$ cat config.mk
export PLATFORM = sky130hd
export DESIGN_NAME = multdiv_sequencer_flat
export DESIGN_NICKNAME = d
export VERILOG_FILES = /design/src/rtl/multdiv_sequencer_if.sv /design/src/rtl/multdiv_sequencer.sv /design/src/flat_wrapper.sv
export SDC_FILE = /design/constraint.sdc
export NUM_CORES = 1
export LEC_CHECK = 0
export ABC_AREA = 1
export CORE_MARGIN = 5
export CORE_UTILIZATION = 41
export CTS_CLUSTER_SIZE = 12
export DETAILED_ROUTE_END_ITERATION = 10
export MAX_ROUTING_LAYER = met4
export PLACE_DENSITY = 0.9
export SLEW_MARGIN = 10
export SYNTH_ARGS = -nofsm -noshare
export SYNTH_HDL_FRONTEND = slang
export SYNTH_SLANG_ARGS = --single-unit
$ cat constraint.sdc
create_clock -name clock -period 7 [get_ports clock]
set_input_delay 1.4 -clock clock [delete_from_list [all_inputs] [get_ports clock]]
set_output_delay 1.4 -clock clock [all_outputs]
set_load 0.03 [all_outputs]
$ cat src/rtl/multdiv_sequencer_if.sv
`default_nettype none
// ============================================================================
// Module      : multdiv_sequencer_if
// Description : Bundle of the X-stage signals exchanged between the pipeline,
//               the multdiv core and the multdiv sequencer. The master modport
//               is the sequencer's view; the slave modport is the pipeline/core
//               side that drives instructions, operands and core responses.
// Revision    : 1.0 - initial release
// ============================================================================
interface multdiv_sequencer_if;
    // Pipeline side: instruction and post-bypass operands
    logic [31:0] DX_Latch_Instr;
    logic [31:0] operand_A;
    logic [31:0] operand_B;

    // Multdiv core response
    logic        md_resultRDY;
    logic        md_exception;
    logic [31:0] md_result;

    // Multdiv core launch
    logic        md_ctrl_MULT;
    logic        md_ctrl_DIV;
    logic [31:0] md_operandA;
    logic [31:0] md_operandB;

    // Pipeline control and XM result
    logic        stall;
    logic        busy;
    logic        result_valid;
    logic [4:0]  result_rd;
    logic [31:0] result_data;
    logic        result_error;
    logic [31:0] result_rstatus;

    modport master (
        input  DX_Latch_Instr,
        input  operand_A,
        input  operand_B,
        input  md_resultRDY,
        input  md_exception,
        input  md_result,
        output md_ctrl_MULT,
        output md_ctrl_DIV,
        output md_operandA,
        output md_operandB,
        output stall,
        output busy,
        output result_valid,
        output result_rd,
        output result_data,
        output result_error,
        output result_rstatus
    );

    modport slave (
        output DX_Latch_Instr,
        output operand_A,
        output operand_B,
        output md_resultRDY,
        output md_exception,
        output md_result,
        input  md_ctrl_MULT,
        input  md_ctrl_DIV,
        input  md_operandA,
        input  md_operandB,
        input  stall,
        input  busy,
        input  result_valid,
        input  result_rd,
        input  result_data,
        input  result_error,
        input  result_rstatus
    );
endinterface
`default_nettype wire

$ cat src/rtl/multdiv_sequencer.sv
`default_nettype none
// ============================================================================
// Module      : multdiv_sequencer
// Description : X-stage controller for the iterative multiply/divide core.
//               Detects mul/div in DX, captures operands, pulses the core
//               start, stalls PC/FD/DX while the core runs and hands the
//               result (with error flag and rstatus) to the XM latch.
//               Optional feature macro: MULTDIV_WATCHDOG_EN - aborts a BUSY
//               wait after MAX_CYCLES cycles and reports an error result.
// Revision    : 1.0 - initial release
// ============================================================================
module multdiv_sequencer #(
    parameter int MAX_CYCLES = 40,
    parameter int CNT_W      = 6
) (
    input wire                  clock,
    input wire                  reset,
    multdiv_sequencer_if.master seq_if
);

    // Elaboration-time sanity check: the watchdog counter must reach the limit
    generate
        if ((1 << CNT_W) <= MAX_CYCLES) begin : g_cnt_w_check
            $error("multdiv_sequencer: CNT_W too narrow for MAX_CYCLES");
        end
    endgenerate

    localparam logic [4:0]  c_ALU_MUL     = 5'b00110;
    localparam logic [4:0]  c_ALU_DIV     = 5'b00111;
    localparam logic [31:0] c_RSTATUS_MUL = 32'd4;
    localparam logic [31:0] c_RSTATUS_DIV = 32'd5;

    typedef enum logic [1:0] {
        S_IDLE   = 2'd0,
        S_LAUNCH = 2'd1,
        S_BUSY   = 2'd2,
        S_DONE   = 2'd3
    } state_t;

    state_t      state_q;
    logic        is_div_q;
    logic        md_ctrl_mult_q;
    logic        md_ctrl_div_q;
    logic [31:0] md_operand_a_q;
    logic [31:0] md_operand_b_q;
    logic        busy_q;
    logic        result_valid_q;
    logic [4:0]  result_rd_q;
    logic [31:0] result_data_q;
    logic        result_error_q;
    logic [31:0] result_rstatus_q;

`ifdef MULTDIV_WATCHDOG_EN
    localparam logic [CNT_W-1:0] c_WD_LIMIT = CNT_W'(MAX_CYCLES - 1);
    logic [CNT_W-1:0] wd_cnt_q;
`endif

    // R-type opcode with the mul or div ALU op in the DX latch
    logic w_is_rtype;
    logic w_detect;
    assign w_is_rtype = (seq_if.DX_Latch_Instr[31:27] == 5'd0);
    assign w_detect   = w_is_rtype &&
                        ((seq_if.DX_Latch_Instr[6:2] == c_ALU_MUL) ||
                         (seq_if.DX_Latch_Instr[6:2] == c_ALU_DIV));

    // Sequencer FSM with all registered outputs; reset aborts any operation
    always_ff @(posedge clock or posedge reset) begin
        if (reset) begin
            state_q          <= S_IDLE;
            is_div_q         <= 1'b0;
            md_ctrl_mult_q   <= 1'b0;
            md_ctrl_div_q    <= 1'b0;
            md_operand_a_q   <= 32'd0;
            md_operand_b_q   <= 32'd0;
            busy_q           <= 1'b0;
            result_valid_q   <= 1'b0;
            result_rd_q      <= 5'd0;
            result_data_q    <= 32'd0;
            result_error_q   <= 1'b0;
            result_rstatus_q <= 32'd0;
`ifdef MULTDIV_WATCHDOG_EN
            wd_cnt_q         <= '0;
`endif
        end else begin
            // Start pulses and the result strobe are single-cycle by default
            md_ctrl_mult_q <= 1'b0;
            md_ctrl_div_q  <= 1'b0;
            result_valid_q <= 1'b0;

            case (state_q)
                S_IDLE: begin
                    if (w_detect) begin
                        md_operand_a_q <= seq_if.operand_A;
                        md_operand_b_q <= seq_if.operand_B;
                        result_rd_q    <= seq_if.DX_Latch_Instr[26:22];
                        // mul and div ALU ops differ only in the low op bit
                        is_div_q       <= seq_if.DX_Latch_Instr[2];
                        md_ctrl_mult_q <= ~seq_if.DX_Latch_Instr[2];
                        md_ctrl_div_q  <= seq_if.DX_Latch_Instr[2];
                        busy_q         <= 1'b1;
                        state_q        <= S_LAUNCH;
                    end
                end

                S_LAUNCH: begin
                    // Core cannot answer in its start cycle; md_resultRDY ignored
`ifdef MULTDIV_WATCHDOG_EN
                    wd_cnt_q <= '0;
`endif
                    state_q  <= S_BUSY;
                end

                S_BUSY: begin
                    if (seq_if.md_resultRDY) begin
                        result_valid_q   <= 1'b1;
                        result_error_q   <= seq_if.md_exception;
                        result_data_q    <= seq_if.md_exception ? 32'd0 : seq_if.md_result;
                        result_rstatus_q <= !seq_if.md_exception ? 32'd0 :
                                            (is_div_q ? c_RSTATUS_DIV : c_RSTATUS_MUL);
                        state_q          <= S_DONE;
                    end
`ifdef MULTDIV_WATCHDOG_EN
                    // A real result in the limit cycle takes priority above
                    else if (wd_cnt_q == c_WD_LIMIT) begin
                        result_valid_q   <= 1'b1;
                        result_error_q   <= 1'b1;
                        result_data_q    <= 32'd0;
                        result_rstatus_q <= is_div_q ? c_RSTATUS_DIV : c_RSTATUS_MUL;
                        state_q          <= S_DONE;
                    end else begin
                        wd_cnt_q <= wd_cnt_q + 1'b1;
                    end
`endif
                end

                S_DONE: begin
                    // The DX instruction advances into XM this cycle
                    busy_q  <= 1'b0;
                    state_q <= S_IDLE;
                end

                default: begin
                    busy_q  <= 1'b0;
                    state_q <= S_IDLE;
                end
            endcase
        end
    end

    // Stall is combinational so the detect cycle itself is frozen
    assign seq_if.stall = !reset &&
                          (((state_q == S_IDLE) && w_detect) ||
                           (state_q == S_LAUNCH) ||
                           (state_q == S_BUSY));

    assign seq_if.md_ctrl_MULT   = md_ctrl_mult_q;
    assign seq_if.md_ctrl_DIV    = md_ctrl_div_q;
    assign seq_if.md_operandA    = md_operand_a_q;
    assign seq_if.md_operandB    = md_operand_b_q;
    assign seq_if.busy           = busy_q;
    assign seq_if.result_valid   = result_valid_q;
    assign seq_if.result_rd      = result_rd_q;
    assign seq_if.result_data    = result_data_q;
    assign seq_if.result_error   = result_error_q;
    assign seq_if.result_rstatus = result_rstatus_q;

endmodule
`default_nettype wire

$ cat src/flat_wrapper.sv
// flat-port wrapper written by rule: the top's interface ports become plain ports
module multdiv_sequencer_flat 
#(
    parameter int MAX_CYCLES = 40,
    parameter int CNT_W      = 6
)
  (clock, reset, seq_if_DX_Latch_Instr, seq_if_operand_A, seq_if_operand_B, seq_if_md_resultRDY, seq_if_md_exception, seq_if_md_result, seq_if_md_ctrl_MULT, seq_if_md_ctrl_DIV, seq_if_md_operandA, seq_if_md_operandB, seq_if_stall, seq_if_busy, seq_if_result_valid, seq_if_result_rd, seq_if_result_data, seq_if_result_error, seq_if_result_rstatus);
  multdiv_sequencer_if seq_if_i ();
  input wire clock;
  input wire reset;
  input wire logic [$bits(seq_if_i.DX_Latch_Instr)-1:0] seq_if_DX_Latch_Instr;
  input wire logic [$bits(seq_if_i.operand_A)-1:0] seq_if_operand_A;
  input wire logic [$bits(seq_if_i.operand_B)-1:0] seq_if_operand_B;
  input wire logic [$bits(seq_if_i.md_resultRDY)-1:0] seq_if_md_resultRDY;
  input wire logic [$bits(seq_if_i.md_exception)-1:0] seq_if_md_exception;
  input wire logic [$bits(seq_if_i.md_result)-1:0] seq_if_md_result;
  output wire logic [$bits(seq_if_i.md_ctrl_MULT)-1:0] seq_if_md_ctrl_MULT;
  output wire logic [$bits(seq_if_i.md_ctrl_DIV)-1:0] seq_if_md_ctrl_DIV;
  output wire logic [$bits(seq_if_i.md_operandA)-1:0] seq_if_md_operandA;
  output wire logic [$bits(seq_if_i.md_operandB)-1:0] seq_if_md_operandB;
  output wire logic [$bits(seq_if_i.stall)-1:0] seq_if_stall;
  output wire logic [$bits(seq_if_i.busy)-1:0] seq_if_busy;
  output wire logic [$bits(seq_if_i.result_valid)-1:0] seq_if_result_valid;
  output wire logic [$bits(seq_if_i.result_rd)-1:0] seq_if_result_rd;
  output wire logic [$bits(seq_if_i.result_data)-1:0] seq_if_result_data;
  output wire logic [$bits(seq_if_i.result_error)-1:0] seq_if_result_error;
  output wire logic [$bits(seq_if_i.result_rstatus)-1:0] seq_if_result_rstatus;
  assign seq_if_i.DX_Latch_Instr = seq_if_DX_Latch_Instr;
  assign seq_if_i.operand_A = seq_if_operand_A;
  assign seq_if_i.operand_B = seq_if_operand_B;
  assign seq_if_i.md_resultRDY = seq_if_md_resultRDY;
  assign seq_if_i.md_exception = seq_if_md_exception;
  assign seq_if_i.md_result = seq_if_md_result;
  assign seq_if_md_ctrl_MULT = seq_if_i.md_ctrl_MULT;
  assign seq_if_md_ctrl_DIV = seq_if_i.md_ctrl_DIV;
  assign seq_if_md_operandA = seq_if_i.md_operandA;
  assign seq_if_md_operandB = seq_if_i.md_operandB;
  assign seq_if_stall = seq_if_i.stall;
  assign seq_if_busy = seq_if_i.busy;
  assign seq_if_result_valid = seq_if_i.result_valid;
  assign seq_if_result_rd = seq_if_i.result_rd;
  assign seq_if_result_data = seq_if_i.result_data;
  assign seq_if_result_error = seq_if_i.result_error;
  assign seq_if_result_rstatus = seq_if_i.result_rstatus;
  multdiv_sequencer #(.MAX_CYCLES(MAX_CYCLES), .CNT_W(CNT_W)) u_core (.clock(clock), .reset(reset), .seq_if(seq_if_i));
endmodule
# [After elaboration in Yosys (flattened, before gate mapping)]
# Cells that the tools add are included.
[word_totals] ff_bits=141 latchBits=0 mem_bits_rw=0 mem_bits_ro=0 out_inout_bits=139 word_cells=48 mem_count=0
[classes] add_sub_neg=0 mul=0 n_div=0 n_lt_le_gt_ge=0 eq_ne=7 shifts=0 mux=14 n_bitwise=1 reduce_logical=14
[op_table] operator="32-bit two-way mux" count=2
[op_table] operator="5-bit by 3-bit equality test with 1-bit output (second input constant)" count=2
[op_table] operator="1-bit two-way mux" count=8
[op_table] operator="2-bit one-hot mux with 4 select lines" count=1
[op_table] operator="2-bit AND reduction" count=4
[op_table] operator="5-bit zero test" count=1
[op_table] operator="2-bit equality test (second input constant)" count=2
[op_table] operator="2-bit two-way mux" count=2
[op_table] operator="1-bit logical AND" count=3
[op_table] operator="1-bit logical OR" count=3
[op_table] operator="2-bit by 1-bit equality test with 1-bit output (second input constant)" count=1
[op_table] operator="2-bit zero test" count=1
[op_table] operator="2-bit by 1-bit inequality test with 1-bit output (second input constant)" count=1
[op_table] operator="2-bit inequality test (second input constant)" count=1
[op_table] operator="1-bit one-hot mux with 2 select lines" count=1
[op_table] operator="2-bit nonzero test" count=1
[op_table] operator="1-bit zero test" count=1
[op_table] operator="1-bit NOT" count=1

# [Logic depth before layout (Yosys ltp)]
# Gate-level depths: netlist (run 1).
[logic_depth] word_depth=7 depth_mapped=9 depth_no_buf=9

# [Worst setup path after synthesis (run 1)]
# Ideal clock, no wire load.
[synth_timing] kind="in2out" from="input port seq_if_DX_Latch_Instr[28]" to="output port seq_if_stall" t_arrival_ns=2.526 setup_slack_ns=3.074 cell_stages=6 path_buffers=1 cell_sequence="nor2_1 -> nand3_1 -> nor2_4 -> nand2_4 -> buf_6 -> a21oi_1"
[synth_between] elab_chain_len=6
[synth_lines] item="start, declared" line="flat_wrapper.sv:11" source="input wire logic [$bits(seq_if_i.DX_Latch_Instr)-1:0] seq_if_DX_Latch_Instr;"
[synth_lines] item="5-bit zero test" line="multdiv_sequencer.sv:61" source="assign w_is_rtype = (seq_if.DX_Latch_Instr[31:27] == 5'd0);"
[synth_lines] item="1-bit logical AND" line="multdiv_sequencer.sv:62" source="assign w_detect = w_is_rtype &&"
[synth_lines] item="1-bit logical AND" line="multdiv_sequencer.sv:152" source="(((state_q == S_IDLE) && w_detect) ||"
[synth_lines] item="1-bit logical OR" line="multdiv_sequencer.sv:152"
[synth_lines] item="1-bit logical OR" line="multdiv_sequencer.sv:153" source="(state_q == S_LAUNCH) ||"
[synth_lines] item="1-bit logical AND" line="multdiv_sequencer.sv:151" source="assign seq_if.stall = !reset &&"
[synth_lines] item="end, declared" line="flat_wrapper.sv:21" source="output wire logic [$bits(seq_if_i.stall)-1:0] seq_if_stall;"
# No other way between the ends.

# [Worst setup path in the final report (run 1)]
[layout_timing] from="input port seq_if_DX_Latch_Instr[4]" to="output port seq_if_stall"
[layout_between] elab_chain_len=7 elab_cells_between_ends=8
[layout_lines] item="5-bit by 3-bit equality test with 1-bit output, on equally long branches" line="multdiv_sequencer.sv:63, multdiv_sequencer.sv:64"
[layout_lines] item="1-bit logical OR (*)" line="multdiv_sequencer.sv:63" source="((seq_if.DX_Latch_Instr[6:2] == c_ALU_MUL) ||"
[layout_lines] item="1-bit logical AND (*)" line="multdiv_sequencer.sv:62"
[layout_lines] item="1-bit logical AND (*)" line="multdiv_sequencer.sv:152"
[layout_lines] item="1-bit logical OR (*)" line="multdiv_sequencer.sv:152"
[layout_lines] item="1-bit logical OR (*)" line="multdiv_sequencer.sv:153"
[layout_lines] item="1-bit logical AND (*)" line="multdiv_sequencer.sv:151"
# Mark *: on every way between the ends. The rest lies on a longest branch, timed or not.

==> flow_summary_export.csv, run 1 <==
group,metric,value,unit
sta,post-route-period-util,0.720,
sta,rsz0062_at_grt,"false",
yosys,ys_warn_count,0,
critical_path,reg2reg_setup_slack,5.10,ns
drt,drtIter0Drc,281,
finish,design_area,0.00715,mm2
drt,wl_per_cell,14.6,um
sta,tns,0,ns
sta,worst_slew_pin_slew,0.970,ns
global_routing,grt_pass1_vias,4009,
placement,placed_area,0.00685,mm2
cts,cts_root_buf,"clkbuf_16",
critical_path,arrival,3.64,ns
finish,syn2layout_area_growth,52.6,%
pwr,vdd_drop_max,0.284,mV
finish,antennaDiodeCount,0,
yosys,yosys.area.top_type,"dfrtp_1",
pwr,power_leakage,3.54,nW
drt,ant_nets,0,
drt,vias,4160,
drt,wirelength,13000,um
yosys,synthTopCellsByArea,"dfrtp_1 (59%), nand2_1 (18%), nand3_1 (7.9%)",
yosys,avgSynthCellArea,8.76,um2
outcome,run_status,"finished, final reports clean",
critical_path,cp-end-kind,"primary output",
sta,slew_headroom,0.351,
cts,htree_levels,3,
hold_path,hold_end,"u_core.seq_if.md_operandA[12]",
finish,n_fill_cell,902,
critical_path,crit_path_start_kind,"input pin",
global_routing,overflow,0,
floorplanning,dieArea,0.0137,mm2
critical_path,path_max_fanout,73,
cts,cts_buffer_depth,2,
finish,drive_above_1_share,0.0363,
placement,place_congestion,0.792,
sta,fin_ws,1.96,ns
global_routing,grt_first_pass_wirelength,19400,um
sta,period_minus_slack,5.04,ns
sta,drv_slew,0,
cts,tritoncts,"yes",
global_routing,antenna_found_initial,0,
cts,cts_resized,0,
yosys,synth_most_common_cell,"nand2_1",
drt,vias_per_cell,4.70,
pwr,p_total,2.15,mW
cts,clk_pin_slew,0.07,ns
critical_path,path_cells,"clkdlybuf4s50_1 -> nand2_1 -> nor2_2 -> inv_2 -> nor2_4 -> nand2_4 -> a21oi_1 -> clkdlybuf4s50_1",
sta,finalHoldViolations,0,
floorplanning,initial_core_util,0.414,
finish,final_util,0.632,
finish,stdcell_count,886,
yosys,ys_seq_area_frac,0.587,
global_routing,grt_use_total,0.190,
critical_path,reg2reg_to,"u_core.seq_if.result_rstatus[0]",
cts,cts_buffers,9,
placement,place_ws,1.90,ns
hold_path,min-delay-start,"u_core.seq_if.md_operandA[12]",
drt,drtPass1Iterations,4,
critical_path,r2r_start,"u_core.state_q[0]",
pwr,power_density,301,mW/mm2
hold_path,whs_path_depth,2,
yosys,synth.distinct_cells,18,
sta,clock_skew,0.00501,ns
critical_path,critPathMaxStageDelay,0.70,ns
sta,final-setup-viol-count,0,
critical_path,crit_required,5.60,ns
hold_path,hold_class,"reg2reg",
cts,post-cts-setup-buffers,0,
floorplanning,placementRows,39,
yosys,ys_top_cells_by_count,"nand2_1 (222), dfrtp_1 (110), nand3_1 (74)",
job,max_cap_viol_count,0,
critical_path,r2r_cells,6,
placement,hpwlAfterDp,9410,um
critical_path,crit_slowest_cell,"clkdlybuf4s50_1",
yosys,syn-cell-area,0.00469,mm2
floorplanning,die-width,117,um
floorplanning,io_pins,271,
global_routing,grt_max_degree,74,
yosys,ys.flop_type,"dfrtp_1",
critical_path,critPathKind,"in2out",
placement,placedCellCount,870,
floorplanning,core_area,0.0113,mm2
finish,register_area,0.00275,mm2
yosys,async_flop_share,1.00,
sta,fin_hold_ws,0.469,ns
drt,drcViolationCount,0,
sta,fmax,198,MHz
placement,io_buffers,223,
cts,cts_hold_buf,0,
yosys,synth_enable_flop_cells,0,
floorplanning,die_h,117,um
finish,nets,874,
finish,multiInputGateArea,0.00160,mm2
yosys,netlist_instances,535,
yosys,ys_seq_elements,110,
cts,clk-insertion-delay-late,0.34,ns
cts,cts.sinks,110,
critical_path,cpMostUsedCell,"clkdlybuf4s50_1",
yosys,synth_top_area_frac,0.587,
[cell type report]
class | instances | area share
clock buffer | 12 | 0.0359
clock inverter | 4 | 0.00630
inverter | 18 | 0.00980
multi-input combinational | 373 | 0.223
sequential | 110 | 0.385
tap | 143 | 0.0250
timing repair buffer | 226 | 0.315
[per-layer routing]
layer	global-route usage	vias to the layer above	routed length [um]
met1	0.230	1943	5290
met3	0.0581	13	1250
met5	-	-	0
li1	-	2029	-
met2	0.302	175	6230
met4	0.0719	0	199
[where the power goes]
part	internal [mW]	switching, mW	leakage [nW]
clock network	0.295	0.219	0.152
logic	0.317	0.508	1.90
registers	0.751	0.0628	1.49
total	1.36	0.790	3.54
[critical path, delay by kind of cell]
kind | cells | cell delay, ns
AOI/OAI and AO/OA | 1 | 0.29
buffers and inverters | 3 | 1.23
and+or+nand+nor | 4 | 0.72
[worst max-delay path by stage]
stage                     depth (start not counted)              end                      start
after floorplan                                   1  u_core.is_div_q                      reset
after global placement                            8     seq_if_stall   seq_if_DX_Latch_Instr[4]
after detailed placement                          8     seq_if_stall   seq_if_DX_Latch_Instr[4]
after CTS                                         8     seq_if_stall   seq_if_DX_Latch_Instr[4]
after global routing                              7     seq_if_stall  seq_if_DX_Latch_Instr[30]
final                                             8     seq_if_stall   seq_if_DX_Latch_Instr[4]
[cell families after synthesis]
group,count (synthesis),share of synthesized area
adders and majority gates,4,0.0107
and+or+nand+nor,305,0.268
AOI/OAI and AO/OA,34,0.0363
buffers and inverters,81,0.0966
DFF,110,0.587
other,1,0.000800
[registers in the layout, summed over array words and instances (netlist names), 2 cells and up]
register and flops:
u_core.seq_if.md_operandB 32, u_core.seq_if.result_rd 5, u_core.seq_if.result_rstatus 2, u_core.state_q 2
u_core.seq_if.md_operandA 32, u_core.seq_if.result_data 32
[cells in the final DEF (no fill, tap or decap), drive strengths merged, types with 3 or more instances in the layout]
cell type,n
clkdlybuf4s50,223
nand2,223
dfrtp,110
nand3,74
o21ai,33
conb,30
inv,18
clkbuf,12
nor2,7
ha,4
clkinv,3
buf,3
Note: power is estimated with default switching activity, not from simulation.
==> run 2, diff against run 1 <==
--- a/config.mk
+++ b/config.mk
@@ -7,11 +7,11 @@
 export LEC_CHECK = 0
 export ABC_AREA = 1
 export CORE_MARGIN = 5
-export CORE_UTILIZATION = 41
+export CORE_UTILIZATION = 35
 export CTS_CLUSTER_SIZE = 12
 export DETAILED_ROUTE_END_ITERATION = 10
 export MAX_ROUTING_LAYER = met4
-export PLACE_DENSITY = 0.9
+export PLACE_DENSITY = 0.82
 export SLEW_MARGIN = 10
 export SYNTH_ARGS = -nofsm -noshare
 export SYNTH_HDL_FRONTEND = slang
==> constraint.sdc (replaced) <==
create_clock -name clock -period 4.1 [get_ports clock]
set_input_delay 0.82 -clock clock [delete_from_list [all_inputs] [get_ports clock]]
set_output_delay 0.82 -clock clock [all_outputs]
set_load 0.03 [all_outputs]
==> flow_summary_export.csv, run 2 (same netlist as run 1, synthesis figures left out) <==
group,metric,value,unit
sta,drv_slew,0,
hold_path,whs_path_depth,2,
job,max_cap_viol_count,0,
sta,clock_skew,0.00775,ns
placement,placedCellCount,904,
finish,register_area,0.00275,mm2
sta,slew_headroom,0.324,
floorplanning,core_area,0.0132,mm2
global_routing,grt_max_degree,73,
placement,place_congestion,0.818,
hold_path,hold_class,"reg2reg",
global_routing,overflow,0,
sta,rsz0062_at_grt,"false",
sta,tns,0,ns
cts,tritoncts,"yes",
critical_path,reg2reg_setup_slack,2.15,ns
finish,drive_above_1_share,0.0349,
cts,cts_root_buf,"clkbuf_16",
global_routing,grt_first_pass_wirelength,20500,um
pwr,power_leakage,3.53,nW
drt,drtPass1Iterations,4,
finish,n_fill_cell,1182,
sta,fmax,358,MHz
floorplanning,dieArea,0.0158,mm2
pwr,power_density,509,mW/mm2
placement,hpwlAfterDp,9140,um
finish,nets,875,
cts,post-cts-setup-buffers,0,
cts,cts.sinks,110,
pwr,vdd_drop_max,0.288,mV
floorplanning,die_h,126,um
finish,antennaDiodeCount,0,
floorplanning,initial_core_util,0.355,
placement,io_buffers,223,
outcome,run_status,"finished, final reports clean",
critical_path,crit_required,3.28,ns
critical_path,r2r_start,"u_core.state_q[0]",
sta,final-setup-viol-count,0,
finish,final_cell_mix,"clkdlybuf4s50_1 (222), nand2_1 (221), dfrtp_1 (110)",
cts,htree_levels,3,
sta,worst_slew_pin_slew,1.01,ns
critical_path,cp-end-kind,"primary output",
floorplanning,die-width,126,um
finish,multiInputGateArea,0.00160,mm2
sta,post-route-period-util,0.681,
global_routing,grt_use_total,0.166,
cts,clk-insertion-delay-late,0.34,ns
critical_path,r2r_cells,6,
drt,vias,4106,
hold_path,hold_end,"u_core.seq_if.md_operandB[3]",
finish,stdcell_count,920,
floorplanning,io_pins,271,
sta,finalHoldViolations,0,
critical_path,path_max_fanout,2,
finish,syn2layout_area_growth,53.5,%
drt,wl_per_cell,14.2,um
cts,cts_buffers,9,
global_routing,grt-busiest-layer,"met2",
cts,cts_buffer_depth,2,
global_routing,antenna_found_initial,0,
cts,cts_hold_buf,0,
drt,vias_per_cell,4.46,
drt,wirelength,13000,um
critical_path,crit_path_start_kind,"input pin",
global_routing,grt_pass1_vias,4011,
cts,cts_resized,0,
hold_path,min-delay-start,"u_core.seq_if.md_operandB[3]",
drt,drcViolationCount,0,
drt,drtIter0Drc,246,
critical_path,reg2reg_to,"u_core.seq_if.result_rstatus[0]",
critical_path,critPathKind,"in2out",
global_routing,grtUsageMet3,0.0466,
sta,period_minus_slack,2.79,ns
cts,clk_pin_slew,0.06,ns
finish,layout_commonest_cell,"clkdlybuf4s50_1",
global_routing,use_met2,0.257,
drt,ant_nets,0,
floorplanning,placementRows,42,
global_routing,grt_use_met1,0.211,
critical_path,arrival,1.97,ns
-- run 2: stage by stage --
stage / setup slack, ns / hold WS, ns / area [um2] / power (mW) / utilization
floorplan: 0.378 / 0.490 / 4800 / 2.24 / -
global placement: 1.30 / 0.453 / 6910 / 2.81 / 0.524
detailed placement: 1.30 / 0.457 / 6910 / 2.84 / 0.524
CTS: 1.30 / 0.474 / 7200 / 3.71 / 0.546
global route: 1.17 / 0.489 / 7200 / 3.85 / 0.546
finish: 1.31 / 0.467 / 7200 / 3.66 / 0.546
-- run 2: worst max-delay path by stage --
stage	slack (ns)	from	end
after global placement	1.30	seq_if_DX_Latch_Instr[4]	seq_if_stall
after CTS	1.30	seq_if_DX_Latch_Instr[3]	seq_if_stall
final	1.31	seq_if_DX_Latch_Instr[3]	seq_if_stall
after detailed placement	1.30	seq_if_DX_Latch_Instr[3]	seq_if_stall
after global routing	1.17	seq_if_DX_Latch_Instr[28]	seq_if_stall
after floorplan	0.38	reset	u_core.is_div_q
-- run 2: routing by layer --
| metal | part of all wire | vias to the layer above |
|---|---|---|
| li1 | - | 2028 |
| met5 | 0 | - |
| met2 | 0.47 | 168 |
| met4 | 0.013 | 0 |
| met1 | 0.43 | 1897 |
| met3 | 0.081 | 13 |
-- run 2: cell type report --
type | instances | share of cell area
inverters | 18 | 0.00974
flip-flops and latches | 110 | 0.383
clock buffers | 13 | 0.0334
well taps | 176 | 0.0306
multi-input cells | 373 | 0.222
repair buffers | 227 | 0.316
clock inverters | 3 | 0.00626
-- run 2: critical path, cell delays in order --
cell and delay (ns):
clkdlybuf4s50_1 0.46, nand2_1 0.08, inv_2 0.05, nand3_1 0.09, nor2_4 0.13, nand2_4 0.05
a21oi_1 0.12, buf_4 0.18
-- run 2: report_power, final --
part / leakage [nW] / internal, mW / total (mW) / switching [mW]
Clock: 0.130 / 0.475 / 0.850 / 0.375
Combinational: 1.91 / 0.540 / 1.42 / 0.878
Sequential: 1.49 / 1.28 / 1.39 / 0.108
Total: 3.53 / 2.30 / 3.66 / 1.36
